**src/rtl/hs32_fetch.sv**
```systemverilog
// hs32_fetch: instruction fetch stage with PC, single-outstanding memory reads,
// a prefetch FIFO towards decode, and flush/redirect handling from execute.
module hs32_fetch #(
    parameter logic [31:0] RESET_PC   = 32'h0000_0000,
    parameter int          FIFO_DEPTH = 2
) (
    input  logic        clk,
    input  logic        reset,
    output logic [31:0] addr,
    output logic        mreq,
    input  logic        mack,
    input  logic [31:0] mdat,
    input  logic        flush,
    input  logic [31:0] newpc,
    output logic [31:0] instd,
    output logic        ackd,
    input  logic        reqd
);
    localparam int AW = $clog2(FIFO_DEPTH);
    localparam int CW = AW + 1;
    typedef enum logic [1:0] {IDLE, REQ, DISCARD} state_t;
    state_t        r_state, w_state_n;
    logic [31:0]   r_pc, r_addr, r_instd, w_pc_n, w_addr_n, w_instd_n, w_head_n;
    logic [31:0]   r_mem [FIFO_DEPTH];
    logic [AW-1:0] r_rptr, r_wptr, w_rptr_n, w_wptr_n;
    logic [CW-1:0] r_count, w_count_n, w_count_pop;
    logic          w_ack, w_push, w_pop, w_space;
    assign mreq  = r_state != IDLE;
    assign addr  = r_addr;
    assign ackd  = r_count != '0;
    assign instd = r_instd;
    always_comb begin
        w_ack       = mack && r_state != IDLE;
        w_push      = mack && r_state == REQ && !flush;
        w_pop       = ackd && reqd && !flush;
        w_count_pop = r_count - CW'(w_pop);
        w_count_n   = flush ? '0 : w_count_pop + CW'(w_push);
        w_rptr_n    = flush ? '0 : r_rptr + AW'(w_pop);
        w_wptr_n    = flush ? '0 : r_wptr + AW'(w_push);
        w_space     = w_count_n < CW'(FIFO_DEPTH);
        w_pc_n      = flush ? (newpc & ~32'd3) : (mack && r_state == REQ) ? r_pc + 32'd4 : r_pc;
        w_state_n   = r_state;
        case (r_state)
            IDLE:    w_state_n = w_space ? REQ : IDLE;
            REQ:     w_state_n = w_ack ? (w_space ? REQ : IDLE) : (flush ? DISCARD : REQ);
            DISCARD: w_state_n = w_ack ? REQ : DISCARD;
            default: w_state_n = IDLE;
        endcase
        // DISCARD keeps the stale request on the bus until memory answers it
        w_addr_n    = (w_state_n == DISCARD) ? r_addr : w_pc_n;
        w_head_n    = (w_count_pop == '0) ? mdat : r_mem[w_rptr_n];
        w_instd_n   = (w_count_n != '0) ? w_head_n : r_instd;
    end
    always_ff @(posedge clk or negedge reset) begin
        if (!reset) begin
            r_state <= IDLE;
            r_pc    <= RESET_PC;
            r_addr  <= RESET_PC;
            r_count <= '0;
            r_rptr  <= '0;
            r_wptr  <= '0;
            r_instd <= '0;
        end else begin
            r_state <= w_state_n;
            r_pc    <= w_pc_n;
            r_addr  <= w_addr_n;
            r_count <= w_count_n;
            r_rptr  <= w_rptr_n;
            r_wptr  <= w_wptr_n;
            r_instd <= w_instd_n;
        end
    end
    always_ff @(posedge clk) begin
        if (w_push) r_mem[r_wptr] <= mdat;
    end
endmodule

```
**config.mk**
```make
export PLATFORM = sky130hd
export DESIGN_NAME = hs32_fetch
export DESIGN_NICKNAME = d
export VERILOG_FILES = /design/src/rtl/hs32_fetch.sv
export SDC_FILE = /design/constraint.sdc
export NUM_CORES = 1
export LEC_CHECK = 0
export CELL_PAD_IN_SITES_DETAIL_PLACEMENT = 2
export CELL_PAD_IN_SITES_GLOBAL_PLACEMENT = 2
export CORE_MARGIN = 5
export CORE_UTILIZATION = 38
export CTS_CLUSTER_DIAMETER = 40
export DETAILED_ROUTE_END_ITERATION = 10
export PLACE_DENSITY = 0.94
export SYNTH_ARGS = -nofsm -noshare
export SYNTH_HDL_FRONTEND = slang
export SYNTH_SLANG_ARGS = --single-unit
```
**constraint.sdc**
```tcl
create_clock -name clk -period 4.88 [get_ports clk]
set_input_delay 0.732 -clock clk [delete_from_list [all_inputs] [get_ports clk]]
set_output_delay 0.732 -clock clk [all_outputs]
set_load 0.005 [all_outputs]
```
Yosys cells after proc, flatten, opt, wreduce, memory -nomap -nowiden
Memories as Yosys holds them, arrays and structs flattened.
Index checks and enable logic that the tools add are counted.
W data, S select, Z words.

cells by class
  $add $sub $neg = 5
  order comparisons = 1
  eq/ne operators = 3
  muxes and demuxes = 13
  reduce and logical (&&, ||, !) cells = 11

operators by type and width
  operator                 count
  $mux W32                 3
  $add A32 B3 Y32 const B  1
  $mux W2                  4
  $pmux W2 S3              1
  $reduce_bool A2 Y1       3
  $logic_and A1 B1 Y1      5
  $mux W1                  5
  $eq A2 B2 Y1 const B     2
  $logic_not A2 Y1         2
  $add A1 B1 Y1            2
  $add A2 B1 Y2            1
  $eq A2 B1 Y1 const B     1
  $lt A2 B2 Y1 const B     1
  $sub A2 B1 Y2            1
  $logic_not A1 Y1         1

word-level totals
  register bits = 102
  bits in writable memories = 64
  bits of input ports = 69
  output and inout bits = 66
  memories = 1

memory list
  name   depth  width  read ports  clocked after Yosys merged registers in  write ports  RTL line  text
  r_mem  2      32     1           0                                        1            24        logic [31:0] r_mem [FIFO_DEPTH];

Longest topological paths before layout
  depth after elaboration = 11
  mapped depth = 13

Worst setup path after synthesis
OpenSTA, ideal clock, no wires.

  kind = input to register
  start = input port flush
  end = register r_instd[0] (netlist: instd[0])
  setup time = 0.137 ns
  arrival = 3.102 ns
  data required time = 4.743 ns
  setup slack = 1.641 ns
  stages = 12
  path through = clkbuf_1 -> clkbuf_1 -> clkbuf_1 -> nor2_1 -> ha_1 -> inv_1 -> ha_1 -> xor3_1 -> o21ai_0 -> a21oi_1 -> clkbuf_1 -> a21oi_1

on the way
  longest elaborated chain between the ends = 6

RTL lines
  what                                                   RTL line  text
  from (decl)                                            13        input logic flush,
  $logic_not A1 Y1                                       34, 35
  $logic_and A1 B1 Y1                                    35        w_pop = ackd && reqd && !flush;
  $sub A2 B1 Y2 / $add A1 B1 Y1 (equally long branches)  36, 38
  $add A2 B1 Y2 / $mux W1 (equally long branches)        37, 38
  $mux W2 / $mem_v2 Z2 W32 (equally long branches)       n/a
  $reduce_bool A2 Y1 / $mux W32 (equally long branches)  52, 51
  to (signal assigned)                                   70        r_instd <= w_instd_n;
  to (decl)                                              23        logic [31:0] r_pc, r_addr, r_instd, w_pc_n, w_addr_n, w_instd_n, w_head_n;

Parallel ways exist; a longest one is shown, timed or not.
A chain may end at the register's enable or synchronous reset.

Final worst setup path
  start = input port mack
  end = register r_instd[17] (netlist: instd[17])

on the way
  longest elaborated chain between the ends = 5

RTL lines
  what                               RTL line  text
  from (decl)                        11        input logic mack,
  $logic_and A1 B1 Y1 (2 in series)  34        w_push = mack && r_state == REQ && !flush;
  $add A2 B1 Y2                      37        w_count_n = flush ? '0 : w_count_pop + CW'(w_push);
  $mux W2                            37
  $reduce_bool A2 Y1                 52        w_instd_n = (w_count_n != '0) ? w_head_n : r_instd;

No other way between the ends.

==> flow_summary.yaml <==
synth:
  yosys-top-cells-area: "dfrtp_1, edfxtp_1, mux2i_1"
  postSynthAreaPerCell_sq_um: 12.53
  ys_async_sr_fraction_pct: 61.45
  synth_fa_ha_area_share_pct: 0.8684
  synth_ff_type: "dfrtp_1"
  yosys.area.top_type: "dfrtp_1"
  yosysWarningCount: 0
  synth.top_cell.area_share_pct: 35.43
  synthSimpleGateAreaFrac_pct: 12.61
  synth_top_family_by_area: "simple AND/OR/NAND/NOR gates"
  synthXorXnorAreaFrac_pct: 3.977
  synth_commonest_cells: "dfrtp_1, edfxtp_1, o21ai_0, a21oi_1, nand2_1"
  synth_area_sq_um: 7204
  synth_compound_area_share_pct: 8.649
  synth-seq-cells: 166
  synth_edf_count: 64
  ys_seq_area_share_pct: 62.10
  synth.net_count: 649
  muxShareOfSynthArea_pct: 9.118
  ys_types: 42
  synth_cells: 575
  synth_most_common_cell: "dfrtp_1"
floorplan:
  die_w_microns: 147.7
  top_level_ports: 135
  die_area_sq_um: 21810
  num_rows: 50
  die_h_microns: 147.7
  core_sq_um: 18710
  initial_core_util_pct: 38.52
setup_path:
  crit_start: "mack"
  cp.arrival_ns: 3.58
  r2r_start: "r_count[1]"
  r2r_end: "instd[17]"
  worstSetupEndpoint: "instd[17]"
  startpoint_type: "input pin"
  crit_path_max_fanout: 22
  rrSetupSlack_ns: 1.74
  crit_path_end_kind: "flop"
  critPathKind: "in2reg"
  r2r_cells: 10
  required_ns: 5.16
clock_network:
  clockBufferDepth: 2
  cts_tree: "built"
  cts_max_level: 4
  clk_pin_slew_ns: 0.07
  ctsResizeCount: 0
  numCtsBuffers: 17
  cts_hold_buf: 0
  insertion_delay_ns: 0.42
  cts-root-buf: "clkbuf_16"
  cts_setup_buffers: 0
  cts.sinks: 166
route:
  drtIter0Drc: 179
  antenna_left: 0
  wire_per_inst_microns: 23.34
  drtPass1Iterations: 4
  wl_microns: 22150
  vias: 5199
  drc: 0
  routed_via_density: 5.478
power_and_ir_drop:
  power.density_nw_per_um2: 497.5
  p_leak_uw: 0.003536
  peakVddDrop_mv: 0.2594
cells_and_area:
  nets: 776
  antenna_cells: 0
  drive_above_1_share_pct: 13.29
  area_growth_pct: 30.31
  final_cell_area_sq_um: 9388
placed_design:
  gp_congestion: 0.7293
  numPortBuffers: 132
  hpwl_microns: 14730
  dpl_cell_area_sq_um: 8773
global_routing:
  grt-ovfl-total: 0
  grt_pass1_vias: 6137
  grt_max_degree: 65
  grt_usage_pct: 20.67
  antenna_found_initial: 1
  grt_pass1_wl_microns: 35290
timing:
  setup_violations: 0
  post-route-min-period_ns: 3.299
  fmax_ghz: 0.3031
  finClkSkew_ns: 0.01232
  finalCritPeriodShare_pct: 67.60
  maxSlewViolCount: 0
  finalHoldViolCount: 0
  worst_pin_slew_ns: 1.120
  fin_tns_setup_ns: 0
  relSlewSlack_pct: 25.14
  rsz0062_at_grt: "no"
job:
  drv_cap: 0
worst_hold_path:
  hp-class: "in2async"
run_status:
  status: "complete, no violations"
==> power by group <==
group          switching, uW  internal [uW]  total, uW
clock network            626            782       1410
registers                186           1720       1910
logic                    683            671       1350
total                   1490           3180       4670
==> cell type report <==
type	instances	area (sq um)
flip-flops and latches	166	4474
repair buffers	141	1381
inverters	15	56.30
well taps	234	292.8
clock inverters	15	188.9
fillers	1810	9318
clock buffers	17	425.4
multi-input cells	361	2569
==> cell families after synthesis <==
group                    Yosys count
flip-flops                       166
AND/OR/NAND/NOR                  160
AO/OA/AOI/OAI                    103
multiplexers                      62
buffers and inverters             48
XOR/XNOR                          31
adder cells (fa/ha/maj)            5
==> metal layers <==
metal	vias up	share of wire [%]	track usage, %
met1	2696	42	25.38
met5	-	0.059	0
met2	139	53	37.19
met3	16	3.9	4.016
li1	2346	-	-
met4	2	1.0	5.592
==> worst max-delay path, stage by stage <==
cell	delay, ns
clkdlybuf4s50_1	0.67
nand3b_4	0.20
nor2_1	0.24
ha_1	0.20
xor3_1	0.22
o21ai_2	0.21
a21oi_2	0.54
buf_4	0.41
a21oi_1	0.15
==> metrics by stage <==
stage / hold slack, ns / util [%] / power (uW) / worst slack [ns] / cells
floorplan: 0.4364 / - / 2500 / 1.641 / 575
global placement: 0.4776 / 46.90 / 3171 / 1.333 / 917
detailed placement: 0.4973 / 46.90 / 3290 / 1.097 / 917
CTS: 0.4584 / 50.19 / 4730 / 1.516 / 949
global route: 0.4837 / 50.19 / 4931 / 1.368 / 949
finish: 0.4135 / 50.19 / 4670 / 1.581 / 949
==> worst min-delay path by stage <==
stage	startpoint	end	slack, ns	cells past startpoint
floorplan	reset	addr[0]	0.44	0
global placement	addr[12]	addr[12]	0.48	2
detailed placement	addr[0]	addr[0]	0.50	1
CTS	reset	addr[6]	0.46	1
global route	reset	addr[28]	0.48	1
finish	reset	addr[28]	0.41	1
==> layout by cell type, fill, tap and decap left out, types with 2 or more instances in the layout <==
| cell | Yosys | routed |
|---|---|---|
| nor4_1 | 3 | 3 |
| o21ai_0 | 45 | 44 |
| bufinv_16 | 0 | 2 |
| nor3_2 | 7 | 7 |
| clkinv_4 | 0 | 2 |
| xnor2_1 | 10 | 10 |
| nor2_1 | 28 | 27 |
| nand4_1 | 10 | 10 |
| ha_1 | 5 | 3 |
| nand2_1 | 37 | 37 |
| mux2i_1 | 33 | 33 |
| or4_1 | 2 | 2 |
| xor2_1 | 20 | 20 |
| inv_8 | 0 | 5 |
| mux2_2 | 29 | 29 |
| or3_1 | 34 | 34 |
| edfxtp_1 | 64 | 64 |
| nor4_2 | 4 | 4 |
| or2_2 | 2 | 2 |
| a21oi_1 | 37 | 35 |
| inv_6 | 0 | 3 |
| and4_1 | 2 | 2 |
| ha_2 | 0 | 2 |
| nor2b_1 | 4 | 4 |
| inv_1 | 14 | 14 |
| buf_4 | 0 | 10 |
| nand3_1 | 10 | 10 |
| and2_1 | 2 | 2 |
| dfrtp_1 | 102 | 102 |
| nor3_1 | 8 | 8 |
| a221o_1 | 15 | 15 |
| a221oi_2 | 2 | 2 |
| clkbuf_16 | 0 | 17 |
| clkdlybuf4s50_1 | 0 | 130 |
==> state kept, by name (all words and copies together), names as in the netlist <==
register / flops
r_mem: 64
addr: 32
instd: 32
r_pc: 32
r_count: 2
r_state: 2
r_rptr: 1
r_wptr: 1
Note: power is estimated with default switching activity, not from simulation.
